==> src/rtl/sll_seq_shifter.sv <==
// Iterative logical-left shifter: resolves one shift-amount bit per clock
// (SHW stages), with valid/ready handshakes on request and result.
module sll_seq_shifter #(
  parameter int XLEN = 32,
  parameter int SHW  = 5
) (
  input  logic            i_clk,
  input  logic            i_rst_n,
  input  logic            i_valid,
  output logic            o_ready,
  input  logic [XLEN-1:0] i_data,
  input  logic [SHW-1:0]  i_shamt,
  output logic            o_valid,
  input  logic            i_ready,
  output logic [XLEN-1:0] o_result,
  output logic            o_busy,
  output logic [1:0]      o_dbg_state
);

  // Handshake: a transfer happens on a rising edge where valid && ready are
  // both high; valid never waits on ready, and a held result stays stable.

  localparam int CW = $clog2(SHW + 1);

  typedef enum logic [1:0] {
    ST_IDLE  = 2'd0,
    ST_SHIFT = 2'd1,
    ST_DONE  = 2'd2
  } state_t;

  state_t          state, state_n;
  logic [XLEN-1:0] data_reg, data_n;
  logic [SHW-1:0]  shamt_reg, shamt_n;
  logic [SHW-1:0]  stage_mask;
  logic [CW-1:0]   cnt, cnt_n;

  // Weight of the current stage (1 << cnt) doubles as the shift distance.
  assign stage_mask = SHW'(1) << cnt;

  always_ff @(posedge i_clk or negedge i_rst_n) begin
    if (!i_rst_n) begin
      state     <= ST_IDLE;
      data_reg  <= '0;
      shamt_reg <= '0;
      cnt       <= '0;
    end else begin
      state     <= state_n;
      data_reg  <= data_n;
      shamt_reg <= shamt_n;
      cnt       <= cnt_n;
    end
  end

  always_comb begin
    state_n = state;
    data_n  = data_reg;
    shamt_n = shamt_reg;
    cnt_n   = cnt;
    o_ready = 1'b0;
    o_valid = 1'b0;
    o_busy  = 1'b0;
    case (state)
      ST_IDLE: begin
        o_ready = 1'b1;
        if (i_valid) begin
          data_n  = i_data;
          shamt_n = i_shamt;
          cnt_n   = '0;
          state_n = ST_SHIFT;
        end
      end
      ST_SHIFT: begin
        o_busy = 1'b1;
        if (|(shamt_reg & stage_mask)) begin
          data_n = data_reg << stage_mask;
        end
        cnt_n = cnt + CW'(1);
        // Fixed SHW-cycle walk, even when the shift amount is zero.
        if (cnt == CW'(SHW - 1)) begin
          state_n = ST_DONE;
        end
      end
      ST_DONE: begin
        o_valid = 1'b1;
        o_busy  = 1'b1;
        if (i_ready) begin
          state_n = ST_IDLE;
        end
      end
      default: begin
        state_n = ST_IDLE;
      end
    endcase
  end

  assign o_result    = data_reg;
  assign o_dbg_state = state;

endmodule
==> config.mk <==
export PLATFORM = sky130hd
export DESIGN_NAME = sll_seq_shifter
export DESIGN_NICKNAME = d
export VERILOG_FILES = /design/src/rtl/sll_seq_shifter.sv
export SDC_FILE = /design/constraint.sdc
export NUM_CORES = 1
export LEC_CHECK = 0
export ABC_AREA = 1
export CAP_MARGIN = 15
export CORE_ASPECT_RATIO = 0.6
export CORE_MARGIN = 1.5
export CORE_UTILIZATION = 50
export DETAILED_ROUTE_END_ITERATION = 8
export PLACE_DENSITY = 0.78
export SYNTH_ARGS = -nofsm -noshare
export SYNTH_HDL_FRONTEND = slang
export SYNTH_SLANG_ARGS = --single-unit
==> constraint.sdc <==
create_clock -name i_clk -period 2.8 [get_ports i_clk]
set_input_delay 0.28 -clock i_clk [delete_from_list [all_inputs] [get_ports i_clk]]
set_output_delay 0.28 -clock i_clk [all_outputs]
set_load 0.01 [all_outputs]
==> impl_metrics.toml, run 1 <==
[clocking]
cts_setup_buffers = 0
cts.sinks = 42
cts_root_buf = "clkbuf_16"
clockBufferDepth = 2
cts_tree = "built"
clk_pin_slew_ns = 0.07
cts_resized = 0
clock_latency_ns = 0.29
postCtsHoldBufs = 0
numCtsBuffers = 5
htreeDepth = 2

[synthesis]
yosysTopAreaCellShare_pct = 28.9
synth_area_leader_cell = "nand3_1"
synthFlopType = "dfrtp_1"
synth_most_common_cell = "nand3_1"
ys_ff_latch = 42
async_flop_share_pct = 100
synth_cells = 614
syn-num-nets = 664
synth-warning-count = 0
synth_enable_flop_cells = 0
synth_common_cells = "nand3_1 (221), nand2_1 (144), dfrtp_1 (42), inv_1 (42), a21oi_1 (40)"
yosysUniqueCellTypes = 29
postSynthAreaPerCell_um2 = 6.24
synth-seq-area-share_pct = 27.4
syn_area_mm2 = 0.00383
ys_top_cells_by_area = "nand3_1 (29%), dfrtp_1 (27%), nand2_1 (14%), a21oi_1 (5.2%), inv_1 (4.1%)"

[setup_path]
timing.critical_path.cells = "inv_1 > ha_1 > buf_4 > nand3_1 > nand2_1 > nand2_1 > nand3_1 > nand3_1 > a21oi_1 > nor2_1 > nor2_1"
cp-end-kind = "register"
max_stage_delay_ns = 0.40
cp-start-kind = "register"
worstPathArrival_ns = 2.59
cp_data_required_time_ns = 3.02
critPathKind = "register to register"
cp_slowest_cell = "dfrtp_1"
crit_top_cell = "nand3_1"
critical_path.max_fanout = 34

[sta]
tightest_slew_ns = 1.02
finalHoldViolations = 0
finalMaxSlewViolations = 0
fin_tns_setup_ns = 0
fin_crit_ns = 2.37
slew-limit-headroom_pct = 32.3
finalCritPeriodShare_pct = 84.7
grt_setup_unrepaired = "false"
setup_violations = 0
fmax_ghz = 0.422
setup_slack_ns = 0.429
skew_ns = 0.00654
hold_ws_ns = 0.162

[pwr]
power_density_mw_per_mm2 = 1530
p_leak_nw = 2.27
ir_drop_v = 0.000598

[grt]
grt_pass1_vias = 4182
grt_max_degree = 43
grt_pass1_wl_mm = 22.6
grt_usage_pct = 35.9
antenna_found_initial = 0
grt-ovfl-total = 0

[place]
portBuffers = 77
dp_cells = 769
pre_cts_slack_ns = 0.499
globalplace.congestion = 0.985
hpwl_mm = 10.4

[cells_and_area]
fin_cells = 777
final_nets = 722
utilization_pct = 65.7
largest_reg_flops = 32
drive_gt1_share_pct = 6.09
area_delta_synth_final_pct = 25.6
diodes = 0

[route]
dr.pass1.iters = 6
drt-vias-per-instance = 6.17
vias = 4795
drc = 0
antenna_left = 0
drtIter0Drc = 922
wl_mm = 14.3
post_drt_wl_per_cell_um = 18.3

[floorplan]
coreArea_mm2 = 0.00733
initial_utilization_pct = 52.3
fp-row-count = 24
fp.dieH_um = 70.8
fp.dieArea_mm2 = 0.00822
ios = 78
fp.dieW_um = 116

[run]
maxCapViolCount = 0

[status]
status = "complete, no violations"

[worst_hold_path]
hold_path.class = "input pin to async pin"
==> where the power goes <==
group,total (mW),internal [mW],switching [mW]
registers,1.31,0.921,0.390
logic,5.38,1.99,3.39
clock network,0.700,0.428,0.273
==> metal layers <==
metal	GRT usage, %	wire length, µm
met1	55.4	6340
met5	0	0
met4	5.69	210
met2	47.9	5590
met3	13.0	2120
==> worst max-delay path: cells and delay by family, from the launching register on <==
kind	cells	cell delay [ns]
simple gates	7	0.74
buf+inv	2	0.53
compound gates	1	0.34
fa+ha+maj	1	0.27
flops	1	0.40
==> layout by cell type, fill, tap and decap left out, types with 2 or more instances in the layout <==
cell type / count
nand3_1: 221
nand2_1: 144
clkdlybuf4s50_1: 76
inv_1: 42
dfrtp_1: 42
a21oi_1: 40
nor2_1: 32
buf_4: 12
ha_1: 9
o21ai_0: 8
mux2_2: 6
a22oi_1: 6
clkbuf_16: 5
or2_2: 4
inv_2: 3
nand4_1: 3
buf_12: 3
nor2_4: 2
o21ai_1: 2
==> worst paths after layout <==
| check | start | end | slack (ns) | cells after the start |
|---|---|---|---|---|
| worst min register to register | shamt_reg[1] | shamt_reg[1] | 0.52 | 1 |
| worst min-delay path | i_rst_n | o_dbg_state[0] | 0.16 | 1 |
| worst max-delay path | cnt[0] | o_result[23] | 0.43 | 11 |
| min in group i_clk | shamt_reg[1] | shamt_reg[1] | 0.52 | 1 |
| worst max register to register | cnt[0] | o_result[23] | 0.43 | 11 |
| max in group asynchronous | i_rst_n | o_result[17] | 2.01 | 1 |
==> logic make-up after synthesis <==
logic type	synth area share (%)
multiplexers	1.76
AND/OR/NAND/NOR	48.8
AO/OA/AOI/OAI	8.29
buffers and inverters	10.7
flip-flops	27.4
adder cells (fa/ha/maj)	2.94
==> metrics by stage <==
| step | instance area [µm²] | total power [mW] |
|---|---|---|
| 2_1_floorplan | 3830 | 4.80 |
| 3_3_place_gp | 4640 | 6.38 |
| 3_5_place_dp | 4640 | 6.47 |
| 4_1_cts | 4810 | 7.19 |
| 5_1_grt | 4810 | 8.00 |
| 6_report | 4810 | 7.39 |
==> layout make-up <==
cell class	instances	area, µm²
fillers	706	2510
inverters	46	173
repair buffers	92	916
clock inverters	3	48.8
clock buffers	5	125
well taps	104	130
flip-flops and latches	42	1050
multi-input cells	485	2370
(Power assumes the default switching activity.)
==> run 2, diff against run 1 <==
- CORE_UTILIZATION: 50 -> 48
- clock period: 2.8 -> 2.1 ns (I/O delays scaled with it)
==> run 2 against run 1 <==
  * Global-route usage down 0.44 points
  * Clock power up 31%
  * Via count rose by 0.40%
  * First-iteration DRC count is 16% lower
  * Worst hold slack better by 0.27 ns
  * Register-to-register slack worse by 0.37 ns
  * Clock-buffer cell count unchanged
  * Wire length is 4.4% higher
  * Setup slack got worse by 0.37 ns
  * Critical path depth rose by 1
  * Die area is 4.0% higher
  * Core utilization up 2.5 points
  * Critical path type unchanged
==> impl_metrics.toml, run 2 (synthesis gave the netlist of run 1 again) <==
[cells_and_area]
diodes = 0
mostFrequentLayoutCell = "nand3_1"
design_area_mm2 = 0.00512
utilization_pct = 68.2
drive_gt1_share_pct = 10.4
largest_reg_flops = 32
layout_common_cells = "nand3_1 (218), nand2_1 (142), clkdlybuf4s50_1 (76), dfrtp_1 (41)"
final_nets = 738
area_delta_synth_final_pct = 33.7
fillers = 667

[sta]
fin_crit_ns = 2.04
skew_ns = 0.0116
fmax_ghz = 0.489
slew-limit-headroom_pct = 72.7
finalMaxSlewViolations = 0
grt_setup_unrepaired = "true"
fin_tns_setup_ns = 0
tightest_slew_ns = 0.408
finalCritPeriodShare_pct = 97.3
finalHoldViolations = 0
setup_violations = 0

[clocking]
clockBufferDepth = 2
cts_root_buf = "clkbuf_16"
htreeDepth = 2
cts.sinks = 42
numCtsBuffers = 5
cts_tree = "built"
clk_pin_slew_ns = 0.07
clock_latency_ns = 0.29

[route]
vias = 4814
dr.pass1.iters = 6
drt-vias-per-instance = 6.07
wl_mm = 14.9
drc = 0
antenna_left = 0
drtIter0Drc = 775
post_drt_wl_per_cell_um = 18.8

[setup_path]
worstPathArrival_ns = 2.23
cp-end-kind = "register"
critical_path.max_fanout = 17
cp_data_required_time_ns = 2.29
cp-start-kind = "register"
critPathKind = "register to register"

[grt]
grt_max_degree = 43
grt_pass1_vias = 4347
grt_pass1_wl_mm = 23.4
grt-ovfl-total = 0
grt_usage_pct = 35.4
antenna_found_initial = 0

[place]
hpwl_mm = 11.1
globalplace.congestion = 0.954
post_dp_cell_area_mm2 = 0.00480
portBuffers = 77

[floorplan]
fp.dieH_um = 72.2
ios = 78
fp-row-count = 24
coreArea_mm2 = 0.00751
fp.dieW_um = 118
fp.dieArea_mm2 = 0.00855
initial_utilization_pct = 51.1

[status]
status = "complete, no violations"

[pwr]
total_power_mw = 10.4
ir_drop_v = 0.000833
power_density_mw_per_mm2 = 2040
p_leak_nw = 2.40

[worst_hold_path]
hold_path.class = "input pin to async pin"

[run]
maxCapViolCount = 0
[run 2: changes by cell type in the layout (fill, tap and decap cells not counted), sizes merged]
| cell | delta |
|---|---|
| clkinv | +1 |
| dlygate4sd3 | +1 |
| buf | +15 |
| clkinvlp | -1 |
[run 2: stage by stage]
step	hold slack, ns	worst slack [ns]	cells
floorplan	-0.0856	0.0561	614
global placement	0.198	0.0658	781
detailed placement	0.207	-0.00650	781
CTS	0.444	0.00444	790
global route	0.473	-0.0417	793
finish	0.435	0.0561	793
[run 2: where the power goes]
group / total, mW / switching (mW) / internal [mW]
sequential: 1.76 / 0.527 / 1.23
clock: 0.918 / 0.354 / 0.564
combinational: 7.75 / 4.69 / 3.06
[run 2: final timing paths]
check / start / end / slack (ns) / depth (start not counted)
hold / removal: i_rst_n / o_dbg_state[0] / 0.44 / 3
setup / recovery: cnt[0] / o_result[31] / 0.06 / 12
max in group asynchronous: i_rst_n / cnt[0] / 1.44 / 3
hold reg to reg: shamt_reg[3] / shamt_reg[3] / 0.52 / 1
setup reg to reg: cnt[0] / o_result[31] / 0.06 / 12
min in group i_clk: i_data[0] / o_result[0] / 0.51 / 3
[run 2: metal layers]
metal	up-vias	track usage [%]	part of all wire [%]
met5	-	0	0
met4	0	7.45	1.4
met3	25	8.88	12
met2	309	47.7	39
met1	2261	55.9	48
li1	2219	-	-
[run 2: timing repair]
action / 4_1_cts / 5_1_grt
resized for setup: 5 / 27
pin swaps: 0 / 4
hold endpoints to repair: 42 / 0
endpoints found under the setup margin: 9 / 32
hold buffers: 1 / 0
setup buffers: 0 / 3
[run 2: worst max-delay path: stages (launching register included)]
cell and delay (ns):
dfrtp_2 0.43, buf_4 0.14, ha_1 0.19, ha_2 0.18, nand2_1 0.07, nand2_1 0.06, a21oi_2 0.10, nand3b_1 0.13
nand2_4 0.16, inv_6 0.08, or2_2 0.28, nand2_1 0.07, inv_1 0.04
[run 2: area by class of cell]
type                    instances  area (µm²)  area share, %
repair buffers                108        1140           22.2
flip-flops and latches         42        1050           20.5
clock buffers                   5         125           2.44
clock inverters                 3        43.8          0.855
inverters                      46         178           3.47
well taps                     104         130           2.54
multi-input cells             485        2460           47.9
